$ cat src/rtl/ibex_pkg.sv
// Shared types for the dual-port RAM block requester: geometry, FSM state
// encoding and the latched command record.
package ibex_pkg;

  localparam int unsigned RamWidth = 32;
  localparam int unsigned RamDepth = 128;
  localparam int unsigned RamAw    = $clog2(RamDepth);

  typedef enum logic [2:0] {
    RAM_REQ_IDLE   = 3'd0,
    RAM_REQ_WRITE  = 3'd1,
    RAM_REQ_READ   = 3'd2,
    RAM_REQ_DRAIN  = 3'd3,
    RAM_REQ_VERIFY = 3'd4,
    RAM_REQ_DONE   = 3'd5
  } ram_req_state_e;

  // addr and wdata advance as the command runs; len counts the words still to go.
  typedef struct packed {
    logic                write;
    logic [RamAw-1:0]    addr;
    logic [RamAw:0]      len;
    logic [RamWidth-1:0] wdata;
    logic                incr;
    logic [RamWidth-1:0] wmask;
  } ram_req_cmd_t;

  // Word address successor, wrapping Depth-1 back to 0 even for non power-of-two depths.
  function automatic logic [RamAw-1:0] ram_addr_next(input logic [RamAw-1:0] addr);
    if (addr == RamAw'(RamDepth - 1)) begin
      return '0;
    end
    return addr + RamAw'(1);
  endfunction

endpackage

$ cat src/rtl/prim_ram_2p_rsp_buf.sv
// One-entry response buffer for read data. A push and a pop may happen in the
// same cycle, so a consumer holding ready high sees one word per cycle.
// Handshake: a word is transferred when valid_o && ready_i; the producer only
// pushes when the buffer is empty or is being popped in that cycle, so
// data_o/last_o stay stable while valid_o && !ready_i.
module prim_ram_2p_rsp_buf
  import ibex_pkg::*;
(
  input  logic                clk_i,
  input  logic                rst_i,
  input  logic                push_i,
  input  logic [RamWidth-1:0] push_data_i,
  input  logic                push_last_i,
  output logic                valid_o,
  input  logic                ready_i,
  output logic [RamWidth-1:0] data_o,
  output logic                last_o
);

  logic                valid_q;
  logic [RamWidth-1:0] data_q;
  logic                last_q;

  // Fill on push (takes priority, covers push+pop), empty on a pop alone.
  always_ff @(posedge clk_i) begin
    if (rst_i) begin
      valid_q <= 1'b0;
      data_q  <= '0;
      last_q  <= 1'b0;
    end else if (push_i) begin
      valid_q <= 1'b1;
      data_q  <= push_data_i;
      last_q  <= push_last_i;
    end else if (ready_i) begin
      valid_q <= 1'b0;
    end
  end

  assign valid_o = valid_q;
  assign data_o  = data_q;
  assign last_o  = last_q;

endmodule

$ cat src/rtl/prim_ram_2p_requester.sv
// Block-command initiator for one port of the dual-port RAM: fills N words
// with a constant or incrementing pattern, or reads N words out on a
// valid/ready response stream. Used for init, scrub and debug dumps.
// Optional feature macro RAM_REQ_READBACK_EN: every fill write is followed by
// a read of the same address and masked mismatches set a sticky err_o.
// Handshakes: command taken on cmd_valid_i && cmd_ready_o; read word taken on
// rsp_valid_o && rsp_ready_i, with data/last held while not taken.
module prim_ram_2p_requester
  import ibex_pkg::*;
(
  input  logic                clk_i,
  input  logic                rst_i,
  input  logic                cmd_valid_i,
  output logic                cmd_ready_o,
  input  logic                cmd_write_i,
  input  logic [RamAw-1:0]    cmd_addr_i,
  input  logic [RamAw:0]      cmd_len_i,
  input  logic [RamWidth-1:0] cmd_wdata_i,
  input  logic                cmd_incr_i,
  input  logic [RamWidth-1:0] cmd_wmask_i,
  output logic                rsp_valid_o,
  input  logic                rsp_ready_i,
  output logic [RamWidth-1:0] rsp_rdata_o,
  output logic                rsp_last_o,
  output logic                ram_req_o,
  output logic                ram_write_o,
  output logic [RamAw-1:0]    ram_addr_o,
  output logic [RamWidth-1:0] ram_wdata_o,
  output logic [RamWidth-1:0] ram_wmask_o,
  input  logic [RamWidth-1:0] ram_rdata_i,
  output logic                busy_o,
  output logic                done_o,
  output logic                err_o
);

  ram_req_state_e   state_q, state_d;
  ram_req_cmd_t     cmd_q, cmd_d;
  logic [RamAw-1:0] last_addr_q, last_addr_d;
  logic             advance;
  logic             last_word;
  logic             buf_push;

`ifdef RAM_REQ_READBACK_EN
  logic err_q, err_d;
  logic rb_mismatch;
  assign rb_mismatch = |((ram_rdata_i ^ cmd_q.wdata) & cmd_q.wmask);
`endif

  assign last_word = (cmd_q.len == (RamAw + 1)'(1));

  // Next-state and RAM/command-side outputs.
  always_comb begin
    state_d     = state_q;
    cmd_d       = cmd_q;
    cmd_ready_o = 1'b0;
    ram_req_o   = 1'b0;
    ram_write_o = 1'b0;
    busy_o      = 1'b0;
    done_o      = 1'b0;
    buf_push    = 1'b0;
    advance     = 1'b0;
`ifdef RAM_REQ_READBACK_EN
    err_d       = err_q;
`endif

    unique case (state_q)
      RAM_REQ_IDLE: begin
        cmd_ready_o = 1'b1;
        if (cmd_valid_i) begin
          cmd_d.write = cmd_write_i;
          cmd_d.addr  = cmd_addr_i;
          cmd_d.len   = cmd_len_i;
          cmd_d.wdata = cmd_wdata_i;
          cmd_d.incr  = cmd_incr_i;
          cmd_d.wmask = cmd_wmask_i;
`ifdef RAM_REQ_READBACK_EN
          err_d       = 1'b0;
`endif
          if (cmd_len_i == '0) begin
            state_d = RAM_REQ_DONE;
          end else if (cmd_write_i) begin
            state_d = RAM_REQ_WRITE;
          end else begin
            state_d = RAM_REQ_READ;
          end
        end
      end

      RAM_REQ_WRITE: begin
        busy_o      = 1'b1;
        ram_req_o   = 1'b1;
        ram_write_o = 1'b1;
`ifdef RAM_REQ_READBACK_EN
        // Address and pattern stay put so the check reads back the same word.
        state_d     = RAM_REQ_VERIFY;
`else
        advance     = 1'b1;
        if (last_word) begin
          state_d = RAM_REQ_DONE;
        end
`endif
      end

`ifdef RAM_REQ_READBACK_EN
      RAM_REQ_VERIFY: begin
        busy_o    = 1'b1;
        ram_req_o = 1'b1;
        advance   = 1'b1;
        if (rb_mismatch) begin
          err_d = 1'b1;
        end
        state_d = last_word ? RAM_REQ_DONE : RAM_REQ_WRITE;
      end
`endif

      RAM_REQ_READ: begin
        busy_o = 1'b1;
        // Issue only if the captured word has somewhere to go this cycle.
        if (!rsp_valid_o || rsp_ready_i) begin
          ram_req_o = 1'b1;
          buf_push  = 1'b1;
          advance   = 1'b1;
          if (last_word) begin
            state_d = RAM_REQ_DRAIN;
          end
        end
      end

      RAM_REQ_DRAIN: begin
        busy_o = 1'b1;
        if (!rsp_valid_o || rsp_ready_i) begin
          state_d = RAM_REQ_DONE;
        end
      end

      RAM_REQ_DONE: begin
        done_o  = 1'b1;
        state_d = RAM_REQ_IDLE;
      end

      default: begin
        state_d = RAM_REQ_IDLE;
      end
    endcase

    if (advance) begin
      cmd_d.addr  = ram_addr_next(cmd_q.addr);
      cmd_d.wdata = cmd_q.wdata + {{(RamWidth - 1){1'b0}}, cmd_q.incr};
      cmd_d.len   = cmd_q.len - (RamAw + 1)'(1);
    end
  end

  // The RAM address follows the running pointer while requesting and
  // otherwise shows the last address actually presented.
  assign last_addr_d = ram_req_o ? cmd_q.addr : last_addr_q;
  assign ram_addr_o  = last_addr_d;
  assign ram_wdata_o = ram_write_o ? cmd_q.wdata : '0;
  assign ram_wmask_o = ram_write_o ? cmd_q.wmask : '0;

  // State, command record and address-hold registers.
  always_ff @(posedge clk_i) begin
    if (rst_i) begin
      state_q     <= RAM_REQ_IDLE;
      cmd_q       <= '0;
      last_addr_q <= '0;
    end else begin
      state_q     <= state_d;
      cmd_q       <= cmd_d;
      last_addr_q <= last_addr_d;
    end
  end

`ifdef RAM_REQ_READBACK_EN
  // Sticky readback error, cleared when the next command is accepted.
  always_ff @(posedge clk_i) begin
    if (rst_i) begin
      err_q <= 1'b0;
    end else begin
      err_q <= err_d;
    end
  end
  assign err_o = err_q;
`else
  assign err_o = 1'b0;
`endif

  prim_ram_2p_rsp_buf u_rsp_buf (
    .clk_i       (clk_i),
    .rst_i       (rst_i),
    .push_i      (buf_push),
    .push_data_i (ram_rdata_i),
    .push_last_i (last_word),
    .valid_o     (rsp_valid_o),
    .ready_i     (rsp_ready_i),
    .data_o      (rsp_rdata_o),
    .last_o      (rsp_last_o)
  );

endmodule

$ cat config.mk
export PLATFORM = sky130hd
export DESIGN_NAME = prim_ram_2p_requester
export DESIGN_NICKNAME = d
export VERILOG_FILES = /design/src/rtl/ibex_pkg.sv /design/src/rtl/prim_ram_2p_rsp_buf.sv /design/src/rtl/prim_ram_2p_requester.sv
export SDC_FILE = /design/constraint.sdc
export NUM_CORES = 1
export LEC_CHECK = 0
export CORE_ASPECT_RATIO = 1.4
export CORE_UTILIZATION = 45
export DETAILED_ROUTE_END_ITERATION = 10
export PLACE_DENSITY = 0.8
export SETUP_SLACK_MARGIN = 0.1
export SYNTH_ARGS = -nofsm -noshare
export SYNTH_HDL_FRONTEND = slang
export SYNTH_SLANG_ARGS = --single-unit
$ cat constraint.sdc
create_clock -name clk_i -period 2.1 [get_ports clk_i]
set_clock_uncertainty 0.05 [all_clocks]
set_input_delay 0.21 -clock clk_i [delete_from_list [all_inputs] [get_ports clk_i]]
set_output_delay 0.21 -clock clk_i [all_outputs]
set_load 0.01 [all_outputs]
==> impl_metrics.yaml, run 1 <==
routing:
  top_layer_used: "met4"
  drc: 0
  wire_per_inst_um: 16.7
  num_vias: 6528
  drt_iter0_drc: 400
  wl_met3_mm: 1.24
  routed_wl_mm: 20.2
  viasPerCell: 5.40
  routedLengthMet1_mm: 7.88
  drtAntennaViolNets: 0
  wl_met2_mm: 10.3
  dr.pass1.iters: 6
clock_network:
  cts_made_buffers: 17
  h-tree-depth: 4
  cts_tree: "done"
  clockBufferDepth: 2
  holdBufCountCts: 0
  clock_latency_ns: 0.41
  cts.sinks: 124
  clock-root-buffer: "clkbuf_16"
  clkTransAtPathRegs_ns: 0.05
setup_path:
  crit_arrival_ns: 1.75
  start_kind: "flop"
  r2r-start: "state_q[2]"
  rr_endpoint: "cmd_q[44]"
  cp-end-kind: "primary output"
  regToRegSetupSlack_ns: 0.16
  worstPathRequired_ns: 1.84
  startpoint: "state_q[1]"
  worstSetupPathType: "reg2out"
  ff2ff_path_depth: 6
  cp_max_fo: 9
  worstSetupEndpoint: "ram_addr_o[5]"
synthesis:
  synth_flop_cell: "dfxtp_1"
  synth_edf_count: 0
  postSynthRegisterBits: 124
  synthCells: 770
  yosysMostFrequentCell: "nand2_1"
  synthArstFlopShare_pct: 0
  synth_cell_types: 61
  synth_area_per_cell_sq_um: 7.85
  yosysSeqAreaShare_pct: 41.1
  syn_area_sq_um: 6040
  synthesis.nets: 893
  ys_top_cells_by_area: "dfxtp_1, nand2_1, a21oi_1"
  yosys.area.top_type_share_pct: 41.1
  yosysWarnings: 0
  synth_top_area_cell: "dfxtp_1"
  synth.top_cells.by_count: "nand2_1, dfxtp_1, a21oi_1, and2_1, clkbuf_1"
power_and_ir_drop:
  p_leak_nw: 3.66
  ir_worst_vdd_v: 0.000815
  total_power_mw: 11.6
  power_density_nw_per_um2: 1230
timing:
  min_period_ns: 2.01
  hold_viol_final: 0
  fmax_mhz: 498
  setup_viol: 0
  fin_ws_ns: 0.0904
  slew_headroom_pct: 64.2
  tightest_slew_ns: 0.533
  rsz0062_at_grt: "yes"
  slew_violations: 0
  fin_crit_sh_pct: 95.7
floorplanning:
  die_area_sq_um: 13900
  fp.dieH_um: 139
  core_area_sq_um: 13000
  io_pins: 228
  start_util_pct: 46.5
  die_w_um: 99.9
  placementRows: 49
job:
  maxCapViolations: 0
global_route:
  grt.total_usage_pct: 29.1
  antenna_found_initial: 1
  grt_max_degree: 42
  grt-ovfl-total: 0
  grt_pass1_vias: 6497
  grt_pass1_wl_mm: 32.0
placed_design:
  pre_cts_slack_ns: -0.184
  postPlaceCellArea_sq_um: 8820
  dp_hpwl_mm: 13.9
  portBuffers: 226
  placed_cells: 1170
  place_congestion: 0.865
layout:
  post-route-cell-area_sq_um: 9420
  syn_to_final_growth_pct: 55.9
  fin_nets: 1142
  final_util_pct: 72.5
  drive_gt1_share_pct: 18.3
  fin_cells: 1208
hold_path:
  hp-class: "in2reg"
status:
  status: "complete, no violations"
==> flip-flops by register name, indices dropped and copies added (netlist names) <==
signal and flops:
cmd_q 80, u_rsp_buf.data_o 32, last_addr_q 7, state_q 3, u_rsp_buf.last_o 1, u_rsp_buf.valid_o 1
==> per-layer routing <==
layer / up-vias / GRT usage [%]
met2: 247 / 51.1
met4: 0 / 14.9
met5: - / 0
li1: 3180 / -
met3: 57 / 7.36
met1: 3044 / 31.9
==> power by group <==
group | leakage (nW) | total (mW) | internal [mW] | switching [mW]
registers | 1.02 | 3.47 | 2.96 | 0.514
logic | 2.37 | 5.31 | 2.56 | 2.75
clock network | 0.270 | 2.80 | 1.78 | 1.02
==> metrics by stage <==
step / hold WS, ns / TNS, ns
finish: 0.217 / 0
floorplan: 0.296 / 0
global placement: 0.386 / -1.14
CTS: 0.203 / -0.00285
global route: 0.219 / 0
detailed placement: 0.393 / -1.25
==> worst min path at each step <==
| stage | endpoint | from | cells after the start | slack, ns |
|---|---|---|---|---|
| after detailed placement | cmd_q[21] | cmd_q[21] | 2 | 0.39 |
| after global placement | cmd_q[16] | cmd_q[16] | 2 | 0.39 |
| final | cmd_q[44] | rst_i | 2 | 0.22 |
| after floorplan | cmd_q[0] | cmd_wmask_i[0] | 2 | 0.30 |
| after CTS | u_rsp_buf.valid_o | rst_i | 2 | 0.20 |
| after global routing | cmd_q[44] | rst_i | 2 | 0.22 |
==> worst max-delay path, stage by stage, from the launching register on <==
cell	delay (ns)
dfxtp_4	0.35
buf_4	0.14
nand2b_4	0.09
o21ai_4	0.06
nand2_2	0.09
buf_12	0.13
mux2_2	0.35
buf_2	0.14
==> area by class of cell <==
| cell class | instances | area (sq um) |
|---|---|---|
| Timing Repair Buffer | 286 | 2710 |
| Fill cell | 1052 | 3580 |
| Inverter | 10 | 37.5 |
| Tap cell | 178 | 223 |
| Clock buffer | 21 | 460 |
| Antenna cell | 1 | 2.50 |
| Multi-Input combinational cell | 580 | 3390 |
| Clock inverter | 8 | 95.1 |
| Sequential cell | 124 | 2500 |
==> layout by cell type (no fill, tap or decap), types with 6 or more instances in the layout <==
cell type and n:
and2_1 63, mux2_2 8, clkdlybuf4s15_2 12, dfxtp_1 115, nand3_1 21, clkbuf_16 17
nor3_1 6, inv_1 8, xor2_1 6, clkbuf_2 15, buf_12 10, nor4_1 8
nor2_1 24, clkdlybuf4s50_1 151, clkdlybuf4s15_1 8, xnor2_1 6, or3_1 15, buf_2 19
a21oi_1 83, nor2b_1 8, o211ai_1 10, dfxtp_2 7, nand4_1 10, a31oi_1 17
dlygate4sd2_1 19, buf_4 48, nand2_1 179, a22oi_1 8, o22ai_1 10
==> logic make-up (layout without fill, tap and decap cells) <==
logic type               Yosys count  in the layout  share of synthesized area [%]
XOR/XNOR                          12             12                           1.74
buffers and inverters             66            325                           4.43
adder cells (fa/ha/maj)            6              6                           1.24
AO/OA/AOI/OAI                    162            162                           16.6
other                              1              2                         0.0621
multiplexers                      14             14                           2.51
flip-flops                       124            124                           41.1
AND/OR/NAND/NOR                  385            385                           32.3
==> what timing repair did <==
item                                    CTS  global route
setup buffers                             6             0
hold endpoints to repair                  0             0
cloned                                    2             0
endpoints found under the setup margin   80            67
gates resized for setup                 167            66
pin swaps                                 1             1
(Power assumes the default switching activity.)
==> inputs of run 2 (changes only) <==
- CTS_CLUSTER_DIAMETER: default -> 40
==> results of run 2 <==
The final DEF is identical to that of run 1; final timing and power are the same.
